File: src/rtl/channel_pooling_unit_pkg.sv
// pool_pkg: shared types and width helpers for channel_pooling_unit.
// Contents: pool_mode_e (POOL_MAX, POOL_AVG), acc_width() for the average
// accumulator, idx_width() for counters/indices that must be at least 1 bit.
package pool_pkg;

    typedef enum logic {
        POOL_MAX,
        POOL_AVG
    } pool_mode_e;

    // A PoolN x PoolN sum grows by log2(PoolN*PoolN) bits.
    function automatic int acc_width(input int bit_size, input int pool_n);
        return bit_size + 2 * $clog2(pool_n);
    endfunction

    function automatic int idx_width(input int n);
        return (n > 1) ? $clog2(n) : 1;
    endfunction

endpackage

File: src/rtl/channel_pooling_unit_if.sv
// channel_pooling_unit_if: input/output beat streams of channel_pooling_unit.
// Signals: in_valid/in_ready/in_data (upstream beat), out_valid/out_ready/
// out_data/out_beat (pooled beat), frame_done (last beat of a frame).
// Modports: master drives the input stream and out_ready; slave is the pooler.
interface channel_pooling_unit_if #(
    parameter int BitSize            = 8,
    parameter int ProcessingElements = 2,
    parameter int CyclesPerPixel     = 4
);

    localparam int BeatW = pool_pkg::idx_width(CyclesPerPixel);

    logic                                         in_valid;
    logic                                         in_ready;
    logic [ProcessingElements-1:0][BitSize-1:0]   in_data;
    logic                                         out_ready;
    logic                                         out_valid;
    logic [ProcessingElements-1:0][BitSize-1:0]   out_data;
    logic [BeatW-1:0]                             out_beat;
    logic                                         frame_done;

    modport master (
        output in_valid, in_data, out_ready,
        input  in_ready, out_valid, out_data, out_beat, frame_done
    );

    modport slave (
        input  in_valid, in_data, out_ready,
        output in_ready, out_valid, out_data, out_beat, frame_done
    );

endinterface

File: src/rtl/channel_pooling_unit_combine.sv
// pool_combine: one lane of the pooling datapath (load / combine / finalise).
// Ports: sample_i new sample, stored_i partial result, load_i first window
// position, comb_o value to store back, result_o finalised pooled sample.
// Average mode is only built when POOL_AVG_EN is defined.
module pool_combine
    import pool_pkg::*;
#(
    parameter int         BitSize = 8,
    parameter int         AccW    = 8,
    parameter int         Shift   = 2,
    parameter pool_mode_e Mode    = POOL_MAX
) (
    input  logic [BitSize-1:0] sample_i,
    input  logic [AccW-1:0]    stored_i,
    input  logic               load_i,
    output logic [AccW-1:0]    comb_o,
    output logic [BitSize-1:0] result_o
);

    logic signed [AccW-1:0] x;
    logic signed [AccW-1:0] s;
    logic signed [AccW-1:0] c;

    assign x      = AccW'($signed(sample_i));
    assign s      = $signed(stored_i);
    assign comb_o = c;

`ifdef POOL_AVG_EN
    assign c        = load_i ? x : (Mode == POOL_AVG) ? x + s : (x > s) ? x : s;
    // Arithmetic shift floors the average towards minus infinity.
    assign result_o = (Mode == POOL_AVG) ? BitSize'(c >>> Shift) : c[BitSize-1:0];
`else
    assign c        = load_i ? x : (x > s) ? x : s;
    assign result_o = c[BitSize-1:0];
`endif

endmodule

File: src/rtl/channel_pooling_unit.sv
// channel_pooling_unit: streaming PoolN x PoolN max/average pooling over a
// square multi-channel feature map delivered in raster order, one pixel as
// CyclesPerPixel beats of ProcessingElements lanes.
// Ports: clk, res_n (async active-low), bus (channel_pooling_unit_if.slave).
// Optional macro POOL_AVG_EN enables Mode=POOL_AVG; without it only max pooling.
module channel_pooling_unit
    import pool_pkg::*;
#(
    parameter int         BitSize            = 8,
    parameter int         ImageWidth         = 16,
    parameter int         NumberOfK          = 8,
    parameter int         ProcessingElements = 2,
    parameter int         CyclesPerPixel     = NumberOfK / ProcessingElements,
    parameter int         PoolN              = 2,
    parameter pool_mode_e Mode               = POOL_MAX
) (
    input logic                   clk,
    input logic                   res_n,
    channel_pooling_unit_if.slave bus
);

    localparam int PoolLog = $clog2(PoolN);
    localparam int Shift   = 2 * PoolLog;
`ifdef POOL_AVG_EN
    localparam int AccW    = (Mode == POOL_AVG) ? acc_width(BitSize, PoolN) : BitSize;
`else
    localparam int AccW    = BitSize;
`endif
    localparam int CW      = idx_width(ImageWidth);
    localparam int BW      = idx_width(CyclesPerPixel);
    localparam int Depth   = (ImageWidth / PoolN) * CyclesPerPixel;
    localparam int IW      = idx_width(Depth);

    if ((1 << PoolLog) != PoolN || ImageWidth % PoolN != 0) begin : g_bad_pool
        $fatal(1, "PoolN must be a power of two dividing ImageWidth");
    end
    if (CyclesPerPixel * ProcessingElements != NumberOfK) begin : g_bad_lanes
        $fatal(1, "NumberOfK must equal CyclesPerPixel * ProcessingElements");
    end
`ifndef POOL_AVG_EN
    if (Mode == POOL_AVG) begin : g_no_avg
        $fatal(1, "Mode POOL_AVG requires POOL_AVG_EN");
    end
`endif

    logic [BW-1:0]                               beat_q, beat_d;
    logic [CW-1:0]                               col_q, col_d;
    logic [CW-1:0]                               row_q, row_d;
    logic                                        out_valid_q, out_valid_d;
    logic [ProcessingElements-1:0][BitSize-1:0]  out_data_q, out_data_d;
    logic [BW-1:0]                               out_beat_q, out_beat_d;
    logic                                        frame_done_q, frame_done_d;
    logic [ProcessingElements-1:0][AccW-1:0]     mem_q [Depth];
    logic [ProcessingElements-1:0][AccW-1:0]     stored;
    logic [ProcessingElements-1:0][AccW-1:0]     comb;
    logic [ProcessingElements-1:0][BitSize-1:0]  result;
    logic [IW-1:0]                               idx;
    logic                                        accept;
    logic                                        emit;
    logic                                        load;
    logic                                        last;
    logic                                        beat_end;
    logic                                        col_end;
    logic                                        row_end;
    logic [CW-1:0]                               win_mask;

    assign bus.in_ready   = !out_valid_q || bus.out_ready;
    assign accept         = bus.in_valid && bus.in_ready;
    assign beat_end       = beat_q == BW'(CyclesPerPixel - 1);
    assign col_end        = col_q == CW'(ImageWidth - 1);
    assign row_end        = row_q == CW'(ImageWidth - 1);
    assign win_mask       = CW'(PoolN - 1);
    assign load           = (row_q & win_mask) == '0 && (col_q & win_mask) == '0;
    assign last           = (row_q & win_mask) == win_mask && (col_q & win_mask) == win_mask;
    assign emit           = accept && last;
    // One storage word per (pooled column, beat) holds all lanes of that beat.
    assign idx            = IW'(col_q >> PoolLog) * IW'(CyclesPerPixel) + IW'(beat_q);
    assign stored         = mem_q[idx];

    assign bus.out_valid  = out_valid_q;
    assign bus.out_data   = out_data_q;
    assign bus.out_beat   = out_beat_q;
    assign bus.frame_done = frame_done_q;

    for (genvar p = 0; p < ProcessingElements; p++) begin : g_lane
        pool_combine #(
            .BitSize (BitSize),
            .AccW    (AccW),
            .Shift   (Shift),
            .Mode    (Mode)
        ) u_combine (
            .sample_i (bus.in_data[p]),
            .stored_i (stored[p]),
            .load_i   (load),
            .comb_o   (comb[p]),
            .result_o (result[p])
        );
    end

    always_comb begin
        beat_d       = !accept ? beat_q : beat_end ? '0 : beat_q + 1'b1;
        col_d        = !(accept && beat_end) ? col_q : col_end ? '0 : col_q + 1'b1;
        row_d        = !(accept && beat_end && col_end) ? row_q : row_end ? '0 : row_q + 1'b1;
        out_valid_d  = emit || (out_valid_q && !bus.out_ready);
        out_data_d   = emit ? result : out_data_q;
        out_beat_d   = emit ? beat_q : out_beat_q;
        frame_done_d = emit ? (beat_end && col_end && row_end) : (frame_done_q && !bus.out_ready);
    end

    always_ff @(posedge clk or negedge res_n) begin
        if (!res_n) begin
            beat_q       <= '0;
            col_q        <= '0;
            row_q        <= '0;
            out_valid_q  <= 1'b0;
            out_data_q   <= '0;
            out_beat_q   <= '0;
            frame_done_q <= 1'b0;
        end else begin
            beat_q       <= beat_d;
            col_q        <= col_d;
            row_q        <= row_d;
            out_valid_q  <= out_valid_d;
            out_data_q   <= out_data_d;
            out_beat_q   <= out_beat_d;
            frame_done_q <= frame_done_d;
        end
    end

    // Partial results need no reset: every window starts with a load.
    always_ff @(posedge clk) begin
        if (accept && !last) mem_q[idx] <= comb;
    end

endmodule

File: src/flat_wrapper.sv
// flat-port wrapper written by rule: the top's interface ports become plain ports
module channel_pooling_unit_flat import pool_pkg::*;
#(
    parameter int         BitSize            = 8,
    parameter int         ImageWidth         = 16,
    parameter int         NumberOfK          = 8,
    parameter int         ProcessingElements = 2,
    parameter int         CyclesPerPixel     = NumberOfK / ProcessingElements,
    parameter int         PoolN              = 2,
    parameter pool_mode_e Mode               = POOL_MAX
)
  (clk, res_n, bus_in_valid, bus_in_data, bus_out_ready, bus_in_ready, bus_out_valid, bus_out_data, bus_out_beat, bus_frame_done);
  channel_pooling_unit_if #(.BitSize(BitSize), .ProcessingElements(ProcessingElements), .CyclesPerPixel(CyclesPerPixel)) bus_i ();
  input logic clk;
  input logic res_n;
  input wire logic [$bits(bus_i.in_valid)-1:0] bus_in_valid;
  input wire logic [$bits(bus_i.in_data)-1:0] bus_in_data;
  input wire logic [$bits(bus_i.out_ready)-1:0] bus_out_ready;
  output wire logic [$bits(bus_i.in_ready)-1:0] bus_in_ready;
  output wire logic [$bits(bus_i.out_valid)-1:0] bus_out_valid;
  output wire logic [$bits(bus_i.out_data)-1:0] bus_out_data;
  output wire logic [$bits(bus_i.out_beat)-1:0] bus_out_beat;
  output wire logic [$bits(bus_i.frame_done)-1:0] bus_frame_done;
  assign bus_i.in_valid = bus_in_valid;
  assign bus_i.in_data = bus_in_data;
  assign bus_i.out_ready = bus_out_ready;
  assign bus_in_ready = bus_i.in_ready;
  assign bus_out_valid = bus_i.out_valid;
  assign bus_out_data = bus_i.out_data;
  assign bus_out_beat = bus_i.out_beat;
  assign bus_frame_done = bus_i.frame_done;
  channel_pooling_unit #(.BitSize(BitSize), .ImageWidth(ImageWidth), .NumberOfK(NumberOfK), .ProcessingElements(ProcessingElements), .CyclesPerPixel(CyclesPerPixel), .PoolN(PoolN), .Mode(Mode)) u_core (.clk(clk), .res_n(res_n), .bus(bus_i));
endmodule
File: config.mk
export PLATFORM = sky130hd
export DESIGN_NAME = channel_pooling_unit_flat
export DESIGN_NICKNAME = d
export VERILOG_FILES = /design/src/rtl/channel_pooling_unit_pkg.sv /design/src/rtl/channel_pooling_unit_if.sv /design/src/rtl/channel_pooling_unit_combine.sv /design/src/rtl/channel_pooling_unit.sv /design/src/flat_wrapper.sv
export SDC_FILE = /design/constraint.sdc
export NUM_CORES = 1
export LEC_CHECK = 0
export ABC_AREA = 1
export BUFFER_PORTS_ARGS = -buffer_cell sky130_fd_sc_hd__buf_2
export CORE_MARGIN = 2
export CORE_UTILIZATION = 40
export CTS_CLUSTER_DIAMETER = 100
export DETAILED_ROUTE_END_ITERATION = 8
export PLACE_DENSITY = 0.55
export SLEW_MARGIN = 20
export SYNTH_ARGS = -nofsm -noshare
export SYNTH_HDL_FRONTEND = slang
export SYNTH_HIERARCHICAL = 1
export SYNTH_SLANG_ARGS = --single-unit
File: constraint.sdc
create_clock -name clk -period 5.6 [get_ports clk]
set_clock_uncertainty 0.15 [all_clocks]
set_input_delay 0.56 -clock clk [delete_from_list [all_inputs] [get_ports clk]]
set_output_delay 0.56 -clock clk [all_outputs]
set_load 0.01 [all_outputs]
==> results of run 1 <==
## registers in the layout (all words and copies together), names as in the netlist
name / count
u_core/bus.out_data: 16
u_core/bus.out_beat: 2
u_core/beat_q: 2
u_core/bus.out_valid: 1
u_core/mem_q: 512
u_core/col_q: 4
u_core/bus.frame_done: 1
u_core/row_q: 4
## report_power, final
part           total, mW  internal (mW)  switching [mW]
Sequential          6.92           6.76           0.163
Clock               3.98           2.37            1.61
Combinational       7.98           1.82            6.16
## path summary, 6_finish.rpt
| path | startpoint | endpoint | slack [ps] | cells after the start |
|---|---|---|---|---|
| setup / recovery | u_core/beat_q[0] | u_core/mem_q[15][15] | 1120 | 21 |
| hold / removal | bus_out_ready | u_core/bus.out_valid | 110 | 4 |
| setup reg to reg | u_core/beat_q[0] | u_core/mem_q[15][15] | 1120 | 21 |
| hold reg to reg | u_core/bus.out_data[2] | u_core/bus.out_data[2] | 320 | 2 |
| max in group asynchronous | res_n | u_core/beat_q[1] | 4380 | 2 |
| min in group asynchronous | res_n | u_core/bus.out_valid | 390 | 2 |
## synth_stat cells (3+ instances only)
cell type  number
a21oi_1         7
buf_2          48
buf_4          49
buf_6          12
clkbuf_1       10
clkinv_1        4
dfrtp_1        30
edfxtp_1      512
ha_1           22
inv_1         511
inv_2          11
nand2_1       982
nand3_1       282
nand4_1         3
nor2_1         47
nor2_2          5
nor2_4          3
nor3_1         11
nor3_2         13
nor3_4          5
o21ai_0         7
## per-stage QoR
stage | utilization (%) | cells
5_1_grt | 45.6 | 3524
3_5_place_dp | 42.4 | 3414
4_1_cts | 45.6 | 3524
2_1_floorplan | - | 2587
6_report | 45.6 | 3524
3_3_place_gp | 42.4 | 3414
## repair_timing
| item | CTS | global route |
|---|---|---|
| endpoints found under the hold margin | 30 | 0 |
| resized for setup | 0 | 0 |
| hold buffers | 1 | 0 |
## worst min-delay path: cells and delay by family
kind	cells	cell delay (ps)
buffers and inverters	2	110
and+or+nand+nor	2	160
## final cells by class
| class | instances | area [um2] |
|---|---|---|
| Multi-Input combinational cell | 1397 | 6130 |
| Clock inverter | 40 | 379 |
| Inverter | 529 | 2010 |
| Fill cell | 5819 | 33600 |
| Clock buffer | 69 | 1620 |
| Timing Repair Buffer | 110 | 828 |
| Sequential cell | 542 | 16100 |
| Tap cell | 837 | 1050 |
## routing by layer
| metal | global-route usage, % | up-vias | part of all wire (%) | wire, um |
|---|---|---|---|---|
| met2 | 33.5 | 510 | 46 | 30600 |
| li1 | - | 8175 | - | - |
| met5 | 0 | - | 0 | 0 |
| met1 | 29.7 | 8181 | 45 | 29800 |
| met4 | 4.96 | 0 | 2.1 | 1390 |
| met3 | 2.84 | 100 | 6.3 | 4160 |
## cells by family after synthesis
| family | Yosys count |
|---|---|
| AOI/OAI and AO/OA | 15 |
| buffers and inverters | 648 |
| DFF | 542 |
| adders and majority gates | 22 |
| and+or+nand+nor | 1357 |
| xor gates and xnor gates | 3 |
## placed cells by master, fill, tap and decap left out
cell type        n
nand3_4          2
dfrtp_1         28
bufinv_16        7
nand2_2          2
inv_4            2
inv_6            1
nor2_1          47
inv_8            2
buf_12           8
nor2_4           3
dlygate4sd3_1    1
nor2_2           5
nand2_4          2
clkbuf_1         3
nand3_1        282
clkinv_1        16
edfxtp_1       512
inv_2           10
nor3_2          23
ha_1            22
dfrtp_4          2
a21oi_1          7
buf_2           40
nand4_1          3
inv_1          511
clkbuf_16       62
xnor2_1          1
nor3_4           6
clkinvlp_4       3
nand2_1        982
xor2_1           2
buf_4           61
clkbuf_8         4
clkinv_4         2
o31ai_1          1
clkinv_2        15
o21ai_0          7
==> reports/metrics.yaml, run 1 <==
status:
  status: "finished, final reports clean"
logic_synthesis:
  synth_mux_area_share_pct: 0
  yosysUniqueCellTypes: 29
  synth_top_area_share_pct: 61.6
  synth_edf_count: 512
  synth_seq_cells: 542
  synthTopCellsByArea: "edfxtp_1 (62%), nand2_1 (15%), inv_1 (7.7%)"
  ys_seq_area_share_pct: 64.6
  synth_top_family_by_area: "simple AND/OR/NAND/NOR gates"
  ys.warnings.count: 6
  synth-adder-area-share_pct: 1.10
  syn_area_um2: 25000
  synth_simple_gate_area_share_pct: 22.8
  synth.net_count: 2629
  synth_xor_area_share_pct: 0.105
  synth_area_per_cell_um2: 9.66
  yosysTopAreaCell: "edfxtp_1"
  synth_compound_area_share_pct: 0.311
  syn_inst: 2587
  async_flop_share_pct: 5.54
  yosys_most_used_dff: "edfxtp_1"
timing:
  worst_slew_pin_slew_ps: 1070
  fin_crit_sh_pct: 79.9
  slew_headroom_pct: 28.4
  timing.final.crit_period_ps: 4480
  finalSetupViolations: 0
  setup-tns-final_ps: 0
  drv_slew: 0
  worst_slack_ps: 1120
  hold_viol: 0
  holdWs_ps: 105
  grt_setup_unrepaired: "false"
  clock.fmax_ghz: 0.223
placed_design:
  portBuffers: 40
  pre_cts_ws_ps: 1200
  gp_congestion: 0.904
  dp_hpwl_um: 39400
  placed_area_um2: 26100
layout:
  fin_area_um2: 28100
  nNetsFinal: 2680
  drive_above_1_share_pct: 9.75
  area_growth_pct: 12.7
  n_antenna_cell: 0
global_routing:
  grt_pass1_vias: 16300
  grt_max_degree: 134
  grtUsageTotal_pct: 20.8
  antenna_found_initial: 3
  grt_pass1_wl_um: 100000
  overflow: 0
clock_tree:
  cts_max_level: 2
  root_buffer: "clkbuf_16"
  postCtsSetupRepairBufs: 0
  clock_path_buffers: 3
  tritoncts_num_sinks: 542
  clk_latency_ps: 620
  clk_pin_slew_ps: 70
  cts_tree: "built"
  numCtsBuffers: 58
setup_path:
  cpPeakStageDelay_ps: 530
  path_cells: "inv_8 -> buf_4 -> nand2_1 -> nand3_1 -> nand2_1 -> nand2_1 -> nand2_1 -> nor2_1 -> nand2_1 -> inv_1 -> ha_1 -> nand2_1 -> nor2_1 -> nor2_2 -> nand2_1 -> nand2_1 -> nand3_4 -> nand2_4 -> nand2_1 -> nand2_1 -> buf_4"
  critPathArrivalTime_ps: 4730
  crit_top_cell: "nand2_1"
  path_buf_inv: 4
  cp-start-kind: "flip-flop"
  path_max_fanout: 73
  critPathKind: "flip-flop to flip-flop"
  slowest_stage: "dfrtp_4"
  required_ps: 5860
  endpoint_kind: "flip-flop"
  path_delay_family: "simple AND/OR/NAND/NOR gates"
die:
  dieArea_um2: 64500
  fp-row-count: 91
  die_y_um: 254
  start_util_pct: 40.5
  coreArea_um2: 61700
  chipWidth_um: 254
  io_pins: 41
routing:
  dr.pass1.iters: 5
  drtAntennaViolNets: 0
  drc_errors: 0
  routed_via_density: 4.81
  drt_wl_total_um: 66000
  vias: 17000
  drtIter0Drc: 1478
  drt-wirelength-per-cell_um: 18.7
power:
  vdd_drop_max_v: 0.000653
  power_density_nw_per_um2: 671
  p_leak_nw: 12.9
  total_power_mw: 18.9
flow_run:
  drv_cap: 0
min_path:
  hold_class: "input pin to flip-flop"
No activity file was read; power rests on OpenSTA's default activity.
==> run 2, diff against run 1 <==
==> constraint.sdc (replaced) <==
create_clock -name clk -period 4.65 [get_ports clk]
set_clock_uncertainty 0.15 [all_clocks]
set_input_delay 0.465 -clock clk [delete_from_list [all_inputs] [get_ports clk]]
set_output_delay 0.465 -clock clk [all_outputs]
set_load 0.01 [all_outputs]
==> reports/metrics.yaml, run 2 (synthesis gave the netlist of run 1 again) <==
clock_tree:
  cts_max_level: 2
  numCtsBuffers: 57
  clk_latency_ps: 620
  clock_path_buffers: 3
  root_buffer: "clkbuf_16"
  cts.repair.resized: 0
  cts_tree: "built"
  clk_pin_slew_ps: 60
  tritoncts_num_sinks: 542
timing:
  hold_viol: 0
  clock.fmax_ghz: 0.236
  drv_slew: 0
  fin_crit_sh_pct: 91.2
  setup-tns-final_ps: 0
  timing.final.crit_period_ps: 4240
  grt_setup_unrepaired: "false"
  worst_slew_pin_slew_ps: 850
  slew_headroom_pct: 43.3
  finalSetupViolations: 0
  worst_slack_ps: 410
placed_design:
  portBuffers: 40
  placed_area_um2: 26300
  pre_cts_ws_ps: 354
  dp_hpwl_um: 40200
  gp_congestion: 0.880
global_routing:
  overflow: 0
  grt_max_degree: 106
  grtUsageTotal_pct: 20.7
  grt_pass1_wl_um: 98500
  grt_pass1_vias: 15800
  antenna_found_initial: 1
routing:
  dr.pass1.iters: 6
  drtIter0Drc: 1698
  drtAntennaViolNets: 0
  vias: 17000
  routed_via_density: 4.79
  drt-wirelength-per-cell_um: 18.7
  drc_errors: 0
  drt_wl_total_um: 66400
layout:
  final_cell_mix: "nand2_1 (982), edfxtp_1 (512), inv_1 (511)"
  finalCoreUtilization_pct: 45.7
  area_growth_pct: 12.9
  fin_area_um2: 28200
  layout_commonest_cell: "nand2_1"
  drive_above_1_share_pct: 10.0
  largest-register: "u_core/mem_q"
  nNetsFinal: 2712
  fill_cells: 5885
  largest_reg_flops: 512
die:
  chipWidth_um: 254
  coreArea_um2: 61700
  dieArea_um2: 64500
  die_y_um: 254
  fp-row-count: 91
  io_pins: 41
  start_util_pct: 40.5
setup_path:
  endpoint_kind: "flip-flop"
  ff2ff_path_depth: 19
  r2r_slack_ps: 410
  r2r_start: "u_core/beat_q[0]"
  critPathArrivalTime_ps: 4430
  path_max_fanout: 59
  required_ps: 4840
  cp-start-kind: "flip-flop"
  r2r_end: "u_core/mem_q[4][11]"
  critPathKind: "flip-flop to flip-flop"
status:
  status: "finished, final reports clean"
power:
  power_density_nw_per_um2: 791
  p_leak_nw: 12.9
  vdd_drop_max_v: 0.000878
min_path:
  hold_class: "input pin to asynchronous set/reset pin"
flow_run:
  drv_cap: 0
## run 2: cell types whose count changed in the layout (fill, tap and decap cells not counted)
cell	change
clkinv_1	-1
dlygate4sd3_1	+1
clkinv_2	-10
nor3_4	-1
nor3_2	+1
clkbuf_16	-3
bufinv_16	-5
clkinv_4	-2
buf_12	+5
buf_4	+27
clkbuf_1	+14
diode_2	+2
clkinvlp_4	-3
## run 2: critical path: stages, from the launching register on
cell and delay (ps):
dfrtp_4 490, buf_4 560, nand2_1 130, nand3_1 110, nand2_1 100, nand2_1 70
nand2_1 140, nor2_1 250, nand2_1 190, inv_1 100, ha_1 240, a21oi_1 150
nor2_1 60, nor2_2 110, nand3_1 140, nand3_4 170, nand2_4 100, nand2_1 70
nand2_1 250, buf_4 310
## run 2: how the worst max path moves through the flow
| stage | from | slack [ps] | depth (start not counted) | endpoint |
|---|---|---|---|---|
| 2_1_floorplan | u_core/beat_q[0] | 1470 | 24 | u_core/bus.out_data[0] |
| 3_3_place_gp | u_core/col_q[1] | 350 | 17 | u_core/mem_q[11][11] |
| 3_5_place_dp | u_core/col_q[1] | 350 | 18 | u_core/mem_q[11][11] |
| 4_1_cts | u_core/col_q[1] | 320 | 17 | u_core/mem_q[5][11] |
| 5_1_grt | u_core/col_q[3] | 140 | 17 | u_core/mem_q[4][11] |
| 6_report | u_core/beat_q[0] | 410 | 19 | u_core/mem_q[4][11] |
## run 2: metrics by stage
step | power, mW | hold WS [ps] | std cells
6_report | 22.3 | 297 | 3549
5_1_grt | 23.6 | 339 | 3547
4_1_cts | 22.4 | 287 | 3537
3_5_place_dp | 18.1 | 320 | 3436
3_3_place_gp | 17.9 | 306 | 3436
2_1_floorplan | 14.1 | 19.4 | 2587
## run 2: repair_timing
item | 4_1_cts | 5_1_grt
endpoints found under the hold margin | 32 | 0
endpoints found under the setup margin | 0 | 30
buffers inserted | 0 | 10
hold buffers | 2 | 0
## run 2: area by class of cell
cell class | instances | area (um2) | area share, %
sequential | 542 | 16100 | 57.2
multi-input combinational | 1397 | 6130 | 21.7
inverter | 529 | 2010 | 7.11
clock buffer | 80 | 1600 | 5.66
timing repair buffer | 143 | 1140 | 4.05
tap | 837 | 1050 | 3.71
clock inverter | 19 | 135 | 0.479
antenna | 2 | 5.00 | 0.0178
## run 2: power breakdown
group / total, mW / switching [mW] / internal, mW
Combinational: 9.67 / 7.27 / 2.40
Clock: 4.30 / 1.83 / 2.47
Sequential: 8.34 / 0.215 / 8.13
Total: 22.3 / 9.31 / 13.0
## run 2: per-layer routing
| layer | up-vias | track usage (%) | wire [um] |
|---|---|---|---|
| li1 | 8235 | - | - |
| met3 | 99 | 3.63 | 3940 |
| met4 | 0 | 5.92 | 1620 |
| met1 | 8216 | 29.2 | 30400 |
| met5 | - | 0 | 0 |
| met2 | 441 | 32.7 | 30400 |
==> run 3, diff against run 2 <==
--- a/config.mk
+++ b/config.mk
@@ -5,7 +5,7 @@
 export SDC_FILE = /design/constraint.sdc
 export NUM_CORES = 1
 export LEC_CHECK = 0
-export ABC_AREA = 1
+export ABC_AREA = 0
 export BUFFER_PORTS_ARGS = -buffer_cell sky130_fd_sc_hd__buf_2
 export CORE_MARGIN = 2
 export CORE_UTILIZATION = 40
==> reports/metrics.yaml, run 3 <==
global_routing:
  grt_pass1_wl_um: 79200
  grtUsageTotal_pct: 19.5
  antenna_found_initial: 0
  grt_pass1_vias: 11400
  overflow: 0
  grt_max_degree: 61
setup_path:
  cpPeakStageDelay_ps: 570
  path_max_fanout: 26
  critPathKind: "flip-flop to flip-flop"
  ff2ff_path_depth: 14
  crit_top_cell: "buf_12"
  slowest_stage: "nor4_1"
  r2r_slack_ps: 270
  endpoint_kind: "flip-flop"
  path_cells: "buf_12 -> buf_12 -> buf_12 -> mux2i_1 -> o22ai_1 -> nor4_1 -> nand2_1 -> ha_1 -> nand4_1 -> nor2_1 -> a211oi_2 -> nor3_4 -> mux2_2 -> buf_4"
  r2r_end: "u_core/mem_q[4][12]"
  r2r_start: "u_core/beat_q[1]"
  required_ps: 4830
  critPathArrivalTime_ps: 4560
  cp-start-kind: "flip-flop"
layout:
  area_growth_pct: 16.1
  nNetsFinal: 1431
  largest_reg_flops: 512
  layout_commonest_cell: "edfxtp_1"
  seqCellArea_um2: 16100
  fin_cells: 2132
  multi_input_area_um2: 5120
  drive_above_1_share_pct: 20.3
  largest-register: "u_core/mem_q"
  final_cell_mix: "edfxtp_1 (512), mux2i_1 (256), o22ai_1 (128)"
  finalCoreUtilization_pct: 47.0
  n_antenna_cell: 0
  fill_cells: 4587
die:
  start_util_pct: 40.4
  coreArea_um2: 53800
  io_pins: 41
  fp-row-count: 85
  die_y_um: 237
  dieArea_um2: 56300
  chipWidth_um: 237
logic_synthesis:
  synth.net_count: 1304
  syn_area_um2: 21800
  synth_common_cells: "edfxtp_1 (512), mux2i_1 (256), o22ai_1 (128)"
  synthTopCellsByArea: "edfxtp_1 (71%), mux2i_1 (12%), o22ai_1 (3.7%)"
  synth_area_per_cell_um2: 17.2
  ys.warnings.count: 6
  synth_edf_count: 512
  syn_inst: 1262
  ys_seq_area_share_pct: 74.1
  yosysTopAreaCell: "edfxtp_1"
  synth_top_area_share_pct: 70.6
  synth_seq_cells: 542
  async_flop_share_pct: 5.54
  yosys_most_used_dff: "edfxtp_1"
  yosysMostFrequentCell: "edfxtp_1"
  yosysUniqueCellTypes: 40
placed_design:
  portBuffers: 40
  dp_hpwl_um: 33100
  gp_congestion: 0.769
  dpl.cell_count: 2020
routing:
  dr.pass1.iters: 5
  drt-wirelength-per-cell_um: 25.9
  drtIter0Drc: 899
  vias: 11700
  drtAntennaViolNets: 0
  drt_wl_total_um: 55100
  routed_via_density: 5.48
  drc_errors: 0
clock_tree:
  tritoncts_num_sinks: 542
  numCtsBuffers: 55
  cts_tree: "built"
  clk_latency_ps: 610
  cts_max_level: 2
  clk_pin_slew_ps: 60
  root_buffer: "clkbuf_16"
  clock_path_buffers: 3
power:
  vdd_drop_max_v: 0.000351
  power_density_nw_per_um2: 659
  p_leak_nw: 9.19
timing:
  timing.final.crit_period_ps: 4380
  finalSetupViolations: 0
  slew_headroom_pct: 35.4
  holdWs_ps: 114
  drv_slew: 0
  worst_slew_pin_slew_ps: 969
  clock.fmax_ghz: 0.229
  hold_viol: 0
  grt_setup_unrepaired: "false"
  fin_crit_sh_pct: 94.1
  setup-tns-final_ps: 0
min_path:
  hold_class: "input pin to flip-flop"
  hp-start: "bus_in_valid"
  worst_hold_path.endpoint: "u_core/row_q[3]"
  min_delay_path_depth: 3
status:
  status: "finished, final reports clean"
flow_run:
  drv_cap: 0
-- run 3: cells by family (layout without fill, tap and decap cells) --
group	Yosys count	count (layout)	share of synthesized area, %
xor gates and xnor gates	3	3	0.121
adders and majority gates	22	22	1.26
muxes	292	292	13.6
AOI/OAI and AO/OA	152	152	4.62
buffers and inverters	106	280	2.56
DFF	542	542	74.1
and+or+nand+nor	145	145	3.72
-- run 3: how the worst max path moves through the flow --
stage,from,endpoint,slack [ps],cells after the start
2_1_floorplan,u_core/beat_q[0],u_core/bus.out_data[0],550,17
3_3_place_gp,u_core/beat_q[1],u_core/mem_q[15][3],90,14
3_5_place_dp,u_core/beat_q[1],u_core/mem_q[2][3],5,14
4_1_cts,u_core/beat_q[1],u_core/mem_q[4][5],2,14
5_1_grt,u_core/col_q[2],u_core/mem_q[27][10],60,14
6_report,u_core/beat_q[1],u_core/mem_q[4][12],270,14
-- run 3: power by group --
| part | switching [mW] | internal, mW |
|---|---|---|
| clock | 1.84 | 2.43 |
| combinational | 3.41 | 2.16 |
| sequential | 0.166 | 6.66 |
-- run 3: final cells by class --
| type | instances | area share, % |
|---|---|---|
| flip-flops and latches | 542 | 63.9 |
| clock inverters | 38 | 1.21 |
| inverters | 20 | 0.297 |
| clock buffers | 66 | 5.69 |
| well taps | 696 | 3.45 |
| repair buffers | 156 | 5.24 |
| multi-input cells | 614 | 20.3 |
-- run 3: routing by layer --
metal | up-vias | global-route usage, % | part of all wire (%)
li1 | 5277 | - | -
met1 | 6042 | 25.6 | 42
met2 | 289 | 33.9 | 50
met3 | 80 | 2.42 | 4.6
met4 | 0 | 6.25 | 2.8
met5 | - | 0 | 0
-- run 3: timing repair --
item / in CTS / in global routing
hold buffers: 1 / 0
gates resized for setup: 1 / 10
pin swaps: 0 / 0
endpoints found under the setup margin: 16 / 387
endpoints found under the hold margin: 30 / 0
buffers inserted: 0 / 6
gates cloned: 0 / 1
-- run 3: through the flow --
step	instance area [um2]	setup slack (ps)	total power, mW
6_report	25300	274	16.7
5_1_grt	25300	59.4	17.4
4_1_cts	25100	1.64	16.7
2_1_floorplan	21800	554	10.4
3_3_place_gp	23400	87.1	12.3
3_5_place_dp	23400	4.86	12.4
-- run 3: worst max-delay path, delay by kind of cell (launching register included) --
family / cells / cell delay [ps]
compound gates: 2 / 210
fa+ha+maj: 1 / 310
buf+inv: 4 / 790
flops: 1 / 420
mux: 2 / 810
simple gates: 5 / 1360
